--- src/rtl/dot_product_mac_pkg.sv ---
// Shared definitions for the matrix-multiply datapath stages: FSM state
// encoding, default widths and counter-width helper.
package mm_defs;

  typedef enum logic [1:0] {
    ST_IDLE = 2'd0,
    ST_MUL  = 2'd1,
    ST_ACC  = 2'd2,
    ST_DONE = 2'd3
  } state_e;

  localparam int unsigned DEF_DATA_W = 8;
  localparam int unsigned DEF_LEN    = 4;
  localparam int unsigned DEF_ACC_W  = 18;

  // Width of a counter that must hold values 0..n-1 (at least one bit).
  function automatic int unsigned cnt_w(input int unsigned n);
    return (n <= 1) ? 1 : $clog2(n);
  endfunction

endpackage

--- src/rtl/dot_product_mac_if.sv ---
// Operand and result handshake bundle for the dot-product MAC stage.
interface dot_product_mac_if #(
  parameter int unsigned DATA_W = 8,
  parameter int unsigned ACC_W  = 18
);
  logic              in_valid;
  logic              in_ready;
  logic [DATA_W-1:0] a;
  logic [DATA_W-1:0] b;
  logic              out_valid;
  logic              out_ready;
  logic [ACC_W-1:0]  result;
  logic              overflow;

  // Upstream fetch / downstream writer side.
  modport master (
    output in_valid, a, b, out_ready,
    input  in_ready, out_valid, result, overflow
  );

  // MAC side.
  modport slave (
    input  in_valid, a, b, out_ready,
    output in_ready, out_valid, result, overflow
  );
endinterface

--- src/rtl/dot_product_mac_ripple_adder.sv ---
// Bit-level adder cells and an N-bit ripple-carry adder with carry-out.

// Half adder cell.
module half_adder (
  input  logic a_i,
  input  logic b_i,
  output logic sum_o,
  output logic cout_o
);
  assign sum_o  = a_i ^ b_i;
  assign cout_o = a_i & b_i;
endmodule

// Full adder built from two half-adder cells.
module full_adder (
  input  logic a_i,
  input  logic b_i,
  input  logic cin_i,
  output logic sum_o,
  output logic cout_o
);
  logic s1, c1, c2;

  half_adder u_ha_ab  (.a_i(a_i), .b_i(b_i),   .sum_o(s1),    .cout_o(c1));
  half_adder u_ha_cin (.a_i(s1),  .b_i(cin_i), .sum_o(sum_o), .cout_o(c2));

  assign cout_o = c1 | c2;
endmodule

// N-bit ripple adder: bit 0 has no carry-in, so it uses a half adder.
module ripple_adder #(
  parameter int unsigned N = 8
) (
  input  logic [N-1:0] a_i,
  input  logic [N-1:0] b_i,
  output logic [N-1:0] sum_o,
  output logic         cout_o
);
  logic [N:1] carry;

  half_adder u_ha0 (.a_i(a_i[0]), .b_i(b_i[0]), .sum_o(sum_o[0]), .cout_o(carry[1]));

  for (genvar i = 1; i < N; i++) begin : g_fa
    full_adder u_fa (
      .a_i   (a_i[i]),
      .b_i   (b_i[i]),
      .cin_i (carry[i]),
      .sum_o (sum_o[i]),
      .cout_o(carry[i+1])
    );
  end

  assign cout_o = carry[N];
endmodule

--- src/rtl/dot_product_mac.sv ---
// Sequential dot-product MAC: shift-and-add multiply per operand pair,
// accumulate LEN products, present the sum with a sticky carry-out flag.
module dot_product_mac
  import mm_defs::*;
#(
  parameter int unsigned DATA_W = DEF_DATA_W,
  parameter int unsigned LEN    = DEF_LEN,
  parameter int unsigned ACC_W  = DEF_ACC_W
) (
  input  logic             clk,
  input  logic             rst,
  dot_product_mac_if.slave mac_if
);

  localparam int unsigned PROD_W = 2 * DATA_W;
  localparam int unsigned CNT_BW = cnt_w(DATA_W);
  localparam int unsigned CNT_EW = cnt_w(LEN);

  state_e              state_q, state_d;
  logic [PROD_W-1:0]   mcand_q, mcand_d;
  logic [DATA_W-1:0]   mplier_q, mplier_d;
  logic [PROD_W-1:0]   prod_q, prod_d;
  logic [CNT_BW-1:0]   bit_cnt_q, bit_cnt_d;
  logic [CNT_EW-1:0]   elem_cnt_q, elem_cnt_d;
  logic [ACC_W-1:0]    acc_q, acc_d;
  logic                ovf_q, ovf_d;
  logic                in_ready_q, in_ready_d;
  logic                out_valid_q, out_valid_d;

  logic [PROD_W-1:0]   mul_sum;
  logic                unused_mul_cout;
  logic [ACC_W-1:0]    prod_ext;
  logic [ACC_W-1:0]    acc_sum;
  logic                acc_cout;

  assign prod_ext = ACC_W'(prod_q);

  // Partial-product adder; the product bound means it never carries out.
  ripple_adder #(.N(PROD_W)) u_mul_add (
    .a_i   (prod_q),
    .b_i   (mcand_q),
    .sum_o (mul_sum),
    .cout_o(unused_mul_cout)
  );

  // Accumulator adder; its carry-out feeds the sticky overflow flag.
  ripple_adder #(.N(ACC_W)) u_acc_add (
    .a_i   (acc_q),
    .b_i   (prod_ext),
    .sum_o (acc_sum),
    .cout_o(acc_cout)
  );

  // State and datapath registers with synchronous reset.
  always_ff @(posedge clk) begin
    if (rst) begin
      state_q     <= ST_IDLE;
      mcand_q     <= '0;
      mplier_q    <= '0;
      prod_q      <= '0;
      bit_cnt_q   <= '0;
      elem_cnt_q  <= '0;
      acc_q       <= '0;
      ovf_q       <= 1'b0;
      in_ready_q  <= 1'b1;
      out_valid_q <= 1'b0;
    end else begin
      state_q     <= state_d;
      mcand_q     <= mcand_d;
      mplier_q    <= mplier_d;
      prod_q      <= prod_d;
      bit_cnt_q   <= bit_cnt_d;
      elem_cnt_q  <= elem_cnt_d;
      acc_q       <= acc_d;
      ovf_q       <= ovf_d;
      in_ready_q  <= in_ready_d;
      out_valid_q <= out_valid_d;
    end
  end

  // Next-state, datapath update and registered handshake decodes.
  always_comb begin
    state_d    = state_q;
    mcand_d    = mcand_q;
    mplier_d   = mplier_q;
    prod_d     = prod_q;
    bit_cnt_d  = bit_cnt_q;
    elem_cnt_d = elem_cnt_q;
    acc_d      = acc_q;
    ovf_d      = ovf_q;

    case (state_q)
      ST_IDLE: begin
        if (mac_if.in_valid && in_ready_q) begin
          mcand_d   = PROD_W'(mac_if.a);
          mplier_d  = mac_if.b;
          prod_d    = '0;
          bit_cnt_d = '0;
          state_d   = ST_MUL;
        end
      end
      ST_MUL: begin
        if (mplier_q[0]) prod_d = mul_sum;
        mcand_d   = mcand_q << 1;
        mplier_d  = mplier_q >> 1;
        bit_cnt_d = bit_cnt_q + CNT_BW'(1);
        if (bit_cnt_q == CNT_BW'(DATA_W - 1)) state_d = ST_ACC;
      end
      ST_ACC: begin
        acc_d      = acc_sum;
        ovf_d      = ovf_q | acc_cout;
        elem_cnt_d = elem_cnt_q + CNT_EW'(1);
        state_d    = (elem_cnt_q == CNT_EW'(LEN - 1)) ? ST_DONE : ST_IDLE;
      end
      ST_DONE: begin
        if (mac_if.out_ready) begin
          acc_d      = '0;
          elem_cnt_d = '0;
          ovf_d      = 1'b0;
          state_d    = ST_IDLE;
        end
      end
      default: state_d = ST_IDLE;
    endcase

    in_ready_d  = (state_d == ST_IDLE);
    out_valid_d = (state_d == ST_DONE);
  end

  assign mac_if.in_ready  = in_ready_q;
  assign mac_if.out_valid = out_valid_q;
  assign mac_if.result    = acc_q;
  assign mac_if.overflow  = ovf_q;

endmodule

--- src/flat_wrapper.sv ---
// flat-port wrapper written by rule: the top's interface ports become plain ports
module dot_product_mac_flat import mm_defs::*;
#(
  parameter int unsigned DATA_W = DEF_DATA_W,
  parameter int unsigned LEN    = DEF_LEN,
  parameter int unsigned ACC_W  = DEF_ACC_W
)
  (clk, rst, mac_if_in_valid, mac_if_a, mac_if_b, mac_if_out_ready, mac_if_in_ready, mac_if_out_valid, mac_if_result, mac_if_overflow);
  dot_product_mac_if #(.DATA_W(DATA_W), .ACC_W(ACC_W)) mac_if_i ();
  input  logic clk;
  input  logic rst;
  input wire logic [$bits(mac_if_i.in_valid)-1:0] mac_if_in_valid;
  input wire logic [$bits(mac_if_i.a)-1:0] mac_if_a;
  input wire logic [$bits(mac_if_i.b)-1:0] mac_if_b;
  input wire logic [$bits(mac_if_i.out_ready)-1:0] mac_if_out_ready;
  output wire logic [$bits(mac_if_i.in_ready)-1:0] mac_if_in_ready;
  output wire logic [$bits(mac_if_i.out_valid)-1:0] mac_if_out_valid;
  output wire logic [$bits(mac_if_i.result)-1:0] mac_if_result;
  output wire logic [$bits(mac_if_i.overflow)-1:0] mac_if_overflow;
  assign mac_if_i.in_valid = mac_if_in_valid;
  assign mac_if_i.a = mac_if_a;
  assign mac_if_i.b = mac_if_b;
  assign mac_if_i.out_ready = mac_if_out_ready;
  assign mac_if_in_ready = mac_if_i.in_ready;
  assign mac_if_out_valid = mac_if_i.out_valid;
  assign mac_if_result = mac_if_i.result;
  assign mac_if_overflow = mac_if_i.overflow;
  dot_product_mac #(.DATA_W(DATA_W), .LEN(LEN), .ACC_W(ACC_W)) u_core (.clk(clk), .rst(rst), .mac_if(mac_if_i));
endmodule
--- config.mk ---
export PLATFORM = sky130hd
export DESIGN_NAME = dot_product_mac_flat
export DESIGN_NICKNAME = d
export VERILOG_FILES = /design/src/rtl/dot_product_mac_pkg.sv /design/src/rtl/dot_product_mac_if.sv /design/src/rtl/dot_product_mac_ripple_adder.sv /design/src/rtl/dot_product_mac.sv /design/src/flat_wrapper.sv
export SDC_FILE = /design/constraint.sdc
export NUM_CORES = 1
export LEC_CHECK = 0
export ABC_CLOCK_PERIOD_IN_PS = 18400
export BUFFER_PORTS_ARGS = -buffer_cell sky130_fd_sc_hd__clkbuf_2
export CAP_MARGIN = 20
export CORE_ASPECT_RATIO = 0.7
export CORE_MARGIN = 2
export CORE_UTILIZATION = 55
export DETAILED_ROUTE_END_ITERATION = 16
export PLACE_DENSITY = 0.75
export SYNTH_ARGS = -nofsm -noshare
export SYNTH_HDL_FRONTEND = slang
export SYNTH_SLANG_ARGS = --single-unit
--- constraint.sdc ---
create_clock -name clk -period 18.4 [get_ports clk]
set_input_delay 1.84 -clock clk [delete_from_list [all_inputs] [get_ports clk]]
set_output_delay 1.84 -clock clk [all_outputs]
set_load 0.01 [all_outputs]
# Word-level counts from Yosys, hierarchy flattened

Cells that the tools add are included.

Bits in registers: 68
Logic and storage cells: 205

$add $sub $neg: 2
Eq/ne operators: 9
Muxes and demuxes: 20
Bitwise logic cells: 156
Reduce and logical (&&, ||, !) cells: 8

Operators with widths:

| operator            | count |
|---|---|
| $pmux 16 s2         | 2 |
| $xor 1x1->1         | 64 |
| $and 1x1->1         | 62 |
| $mux 16             | 3 |
| $pmux 18 s2         | 1 |
| $or 1x1->1          | 30 |
| $mux 18             | 1 |
| $pmux 8 s2          | 1 |
| $mux 2              | 5 |
| $eq 2x2->1 const B  | 4 |
| $mux 8              | 1 |
| $pmux 2 s4          | 1 |
| $pmux 3 s2          | 1 |
| $logic_not 2->1     | 2 |
| $ne 2x1->1 const B  | 2 |
| $pmux 2 s2          | 1 |
| $reduce_and 2->1    | 2 |
| $reduce_bool 2->1   | 2 |
| $add 3x1->3 const B | 1 |
| $eq 3x3->1 const B  | 1 |
| $mux 3              | 1 |
| $reduce_and 3->1    | 1 |
| $add 2x1->2 const B | 1 |
| $eq 2x1->1 const B  | 1 |
| 4 further kinds     | 4 |

# Longest topological paths before layout

Word-level depth: 35
Mapped depth: 23
Depth with buffers taken out: 23

# Modules after synthesis

From an unflattened synthesis, not the netlist that was laid out.

Cells, all modules: 391
Area, all modules: 3,698.5 µm²

Modules (own cells, without submodules):

| module          | times used | cells each | area each (µm²) | seq. area each (µm²) |
|---|---|---|---|---|
| dot_product_mac | 1          | 293        | 2,672.6         | 1,361.3 |
| half_adder      | 66         | 1          | 12.5            | 0.0 |
| full_adder      | 32         | 1          | 6.3             | 0.0 |

# Least setup slack after synthesis

No wires, ideal clock.

Path kind: register to register
Start: register u_core.prod_q[0]
End: register u_core.acc_q[17], in the netlist u_core.mac_if.result[17]
Setup time: 0.132 ns
Arrival time: 7.762 ns
Data required time: 18.268 ns
Slack: 10.506 ns
Stages on the path, launching flop included: 23
Buffers on the path: 0
Period minus slack after synthesis: 7.894 ns
Cell sequence: dfxtp_1 > ha_1 > inv_1 > fa_1 > fa_1 > fa_1 > fa_1 > fa_1 > fa_1 > fa_1 > fa_1 > fa_1 > fa_1 > fa_1 > fa_1 > fa_1 > fa_1 > fa_1 > inv_1 > ha_1 > ha_1 > nand2_1 > a21oi_1

Cells in the longest elaborated chain, start to end: 34

RTL lines:

| what                      | RTL line                           | source |
|---|---|---|
| start, declared           | dot_product_mac.sv:22              | `logic [PROD_W-1:0] prod_q, prod_d;` |
| start signal, assigned    | dot_product_mac.sv:71              | `prod_q <= prod_d;` |
| $and 1x1->1 (2 in series) | dot_product_mac_ripple_adder.sv:11 | `assign cout_o = a_i & b_i;` |
| $or 1x1->1                | dot_product_mac_ripple_adder.sv:27 | `assign cout_o = c1 \| c2;` |
| $and 1x1->1               | dot_product_mac_ripple_adder.sv:11 |  |
| $or 1x1->1                | dot_product_mac_ripple_adder.sv:27 |  |
| $and 1x1->1               | dot_product_mac_ripple_adder.sv:11 |  |
| $or 1x1->1                | dot_product_mac_ripple_adder.sv:27 |  |
| $and 1x1->1               | dot_product_mac_ripple_adder.sv:11 |  |
| $or 1x1->1                | dot_product_mac_ripple_adder.sv:27 |  |
| [17 not listed]           | --                                 |  |
| $or 1x1->1                | dot_product_mac_ripple_adder.sv:27 |  |
| $and 1x1->1               | dot_product_mac_ripple_adder.sv:11 |  |
| $or 1x1->1                | dot_product_mac_ripple_adder.sv:27 |  |
| $and 1x1->1               | dot_product_mac_ripple_adder.sv:11 |  |
| $or 1x1->1                | dot_product_mac_ripple_adder.sv:27 |  |
| $and 1x1->1               | dot_product_mac_ripple_adder.sv:11 |  |
| $xor 1x1->1               | dot_product_mac_ripple_adder.sv:10 | `assign sum_o = a_i ^ b_i;` |
| $pmux 18 s2               | dot_product_mac.sv:92              | `case (state_q)` |
| end signal, assigned      | dot_product_mac.sv:63              | `acc_q <= '0;` |
| end signal, assigned      | dot_product_mac.sv:74              | `acc_q <= acc_d;` |
| end, declared             | dot_product_mac.sv:25              | `logic [ACC_W-1:0] acc_q, acc_d;` |

Every way passes these cells.
A chain may end at the register's enable or synchronous reset.

# Worst setup path in the final report

Ends and elaborated chain as after synthesis.

==> impl_metrics.toml <==
[run_status]
run_status = "finished clean"

[worst_hold_path]
hold_start = "u_core.prod_q[7]"
hold-path-endpoint = "u_core.prod_q[7]"
hold_depth = 2
hold_crit_class = "flop to flop"

[critical_path]
cp_num_buf_inv = 2
critPathRequiredTime_ps = 18610
critPathArrivalTime_ps = 8430
crit-reg2reg-launch = "u_core.prod_q[0]"
start_kind = "flop"
path_max_fanout = 3
critical_path.reg2reg.endpoint = "u_core.mac_if.result[17]"
crit_path_end_kind = "flop"
timing.critical_path.cells = "ha_1 > inv_1 > fa_1 > fa_1 > fa_1 > fa_1 > fa_1 > fa_1 > fa_1 > fa_1 > fa_1 > fa_1 > fa_1 > fa_1 > fa_1 > fa_1 > fa_1 > inv_1 > ha_1 > ha_1 > nand2_1 > a21oi_1"
reg2reg_slack_ps = 10170
worst_path_max_delay_cell = "fa_1"
crit_path_frequent_cell = "fa_1"
path_class = "flop to flop"
critical_path.max_stage_delay_ps = 470
critical-path-top-delay-family = "adder cells"
reg2regPathDepth = 22

[grt]
grt_pass1_vias = 2806
globalRouteOverflowTotal = 0
globalRouteTotalUtil = 0.230
initial_antenna_violation_count = 0
grt_start_max_net_pins = 69
first_pass_grt_wire_length_um = 13400

[place]
detailed_place_hpwl_um = 5140
port_buffers = 40
gpl.final_weighted_congestion = 0.814
post-place-ws_ps = 10080

[power_and_ir_drop]
cellLeakagePower_uw = 0.00133
peakVddDrop_uv = 58.1
power_per_cell_area_nw_per_um2 = 88.1

[clocking]
clk_latency_ps = 350
tritoncts_num_sinks = 68
cts_root_buf = "clkbuf_8"
clk_path_buf_depth = 2
postCtsHoldBufs = 0
cts_resized = 0
post-cts-setup-buffer-count = 0
cts_htree_levels = 3
clock_transition_at_the_registers_of_the_reported_paths_ps = 70
cts_inserted_buffers = 9
cts_tree = "yes"

[synth]
netlist_top_cells_area = "dfxtp_1, fa_1, a21oi_1, inv_1, nand2_1"
synthDistinctLibCells = 36
postSynthCellCount = 433
yosysSeqAreaShare = 0.360
synth_async_sr_flop_share = 0
ys.flop_type = "dfxtp_1"
post_synth_most_frequent_cells = "dfxtp_1, a21oi_1, inv_1"
synth_area_um2 = 3780
yosys.area.top_type_share = 0.360
synthesized_flop_and_latch_total = 68
synth_area_leader_cell = "dfxtp_1"
synth_most_common_cell = "dfxtp_1"
synth.yosys.warnings = 0
syn_area_cell_um2 = 8.73
mappedNetlistNets = 489
synth-edff-count = 0

[route]
vias = 2948
drt-pass1-iter-count = 6
drt_iter0_drc = 188
detail_route.wl_per_cell_um = 14.8
drc = 0
routed_wl_um = 7900
detail-route-antenna-nets = 0
route.detailed.vias_per_inst = 5.51

[floorplanning]
die-width_um = 103
die_y_um = 73.4
coreArea_um2 = 6690
design.portCount = 41
floorplan.rows = 25
initial_core_util = 0.565
design.die.area_um2 = 7560

[finish]
diodes = 0
fraction_of_final_layout_cells_sized_beyond_drive_strength_1 = 0.136
finish.net_count = 494
multi_input_area_um2 = 1930
fill_count = 616
area.sequential_um2 = 1360
layout-area-overhead-vs-synth_pct = 7.31

[flow_run]
max-cap-violations = 0

[sta]
worst_slew_pin_slew_ps = 1030
timing.max_slew.rel_slack = 0.314
grt_setup_unrepaired = "no"
report.final.setup_viol = 0
fmax_ghz = 0.122
fin_tns_setup_ps = 0
final-hold-violation-count = 0
clock-skew-final_ps = 10.8
fin_worst_hold_slack_ps = 462
post-route-min-period_ps = 8230
report.final.slew_viol_count = 0
period_share = 0.447
final_critical_path_setup_slack_ps = 10170
[through the flow]
stage / instance area [um2] / power [uW] / std cells / util
finish: 4060 / 358 / 535 / 0.606
global route: 4060 / 374 / 535 / 0.606
CTS: 4000 / 355 / 533 / 0.598
detailed placement: 3810 / 233 / 519 / 0.570
global placement: 3810 / 232 / 519 / 0.570
floorplan: 3780 / 220 / 433 / -
[worst max path at each step]
stage / cells after the start / to / slack [ps] / from
after floorplan: 22 / u_core.mac_if.result[17] / 10510 / u_core.prod_q[0]
after CTS: 23 / u_core.mac_if.overflow / 10070 / u_core.prod_q[0]
final: 22 / u_core.mac_if.result[17] / 10170 / u_core.prod_q[0]
after detailed placement: 23 / u_core.mac_if.overflow / 10080 / u_core.prod_q[0]
after global routing: 22 / u_core.mac_if.result[17] / 9840 / u_core.prod_q[0]
after global placement: 22 / u_core.mac_if.result[17] / 10290 / u_core.prod_q[0]
[area by class of cell]
class / count / area share
inverter: 49 / 0.0453
timing repair buffer: 45 / 0.0685
multi-input combinational: 265 / 0.475
tap: 94 / 0.0290
sequential: 68 / 0.335
clock inverter: 2 / 0.00863
clock buffer: 12 / 0.0382
[layout by cell type (no fill, tap or decap), types with 2 or more instances in the layout]
cell type	n
a311oi_1	15
or4_1	14
buf_16	2
inv_1	48
nand3_1	16
a211oi_1	2
buf_4	3
clkbuf_2	40
nand2_1	46
clkbuf_8	11
nor2b_1	2
ha_1	7
nand2b_1	17
o21ai_0	31
dfxtp_1	68
nor2_1	6
a21oi_1	64
fa_1	29
[logic make-up after synthesis]
kind of cell    after synthesis  share of synthesized area
compound gates              119                      0.179
xor+xnor                      1                    0.00232
fa+ha+maj                    36                      0.177
buf+inv                     100                      0.130
flops                        68                      0.360
simple gates                109                      0.152
[where the power goes]
group	internal [uW]	leakage [uW]	switching, uW
logic	21.8	0.000678	45.3
clock network	68.4	0.0000983	54.5
registers	157	0.000552	10.1
total	248	0.00133	110
[state kept, by name, indices dropped and copies added, names as in the netlist]
name	flops
u_core.mplier_q	8
u_core.mac_if.overflow	1
u_core.mac_if.result	18
u_core.bit_cnt_q	3
u_core.mac_if.out_valid	1
u_core.mcand_q	16
u_core.elem_cnt_q	2
u_core.prod_q	16
u_core.mac_if.in_ready	1
u_core.state_q	2
[layer usage]
layer,up-vias,wire length (um),track usage
met5,-,0,0
met4,0,96,0.0731
met3,9,514,0.0666
met2,99,3670,0.357
met1,1403,3620,0.313
li1,1437,-,-
[worst reg2reg max path, stage by stage, from the launching register on]
cell and delay [ps]:
dfxtp_1 370, ha_1 170, inv_1 60, fa_1 450
fa_1 470, fa_1 470, fa_1 470, fa_1 470
fa_1 460, fa_1 470, fa_1 470, fa_1 470
fa_1 460, fa_1 460, fa_1 470, fa_1 470
fa_1 470, fa_1 420, inv_1 70, ha_1 150
ha_1 220, nand2_1 60, a21oi_1 70
Note: power is estimated with default switching activity, not from simulation.
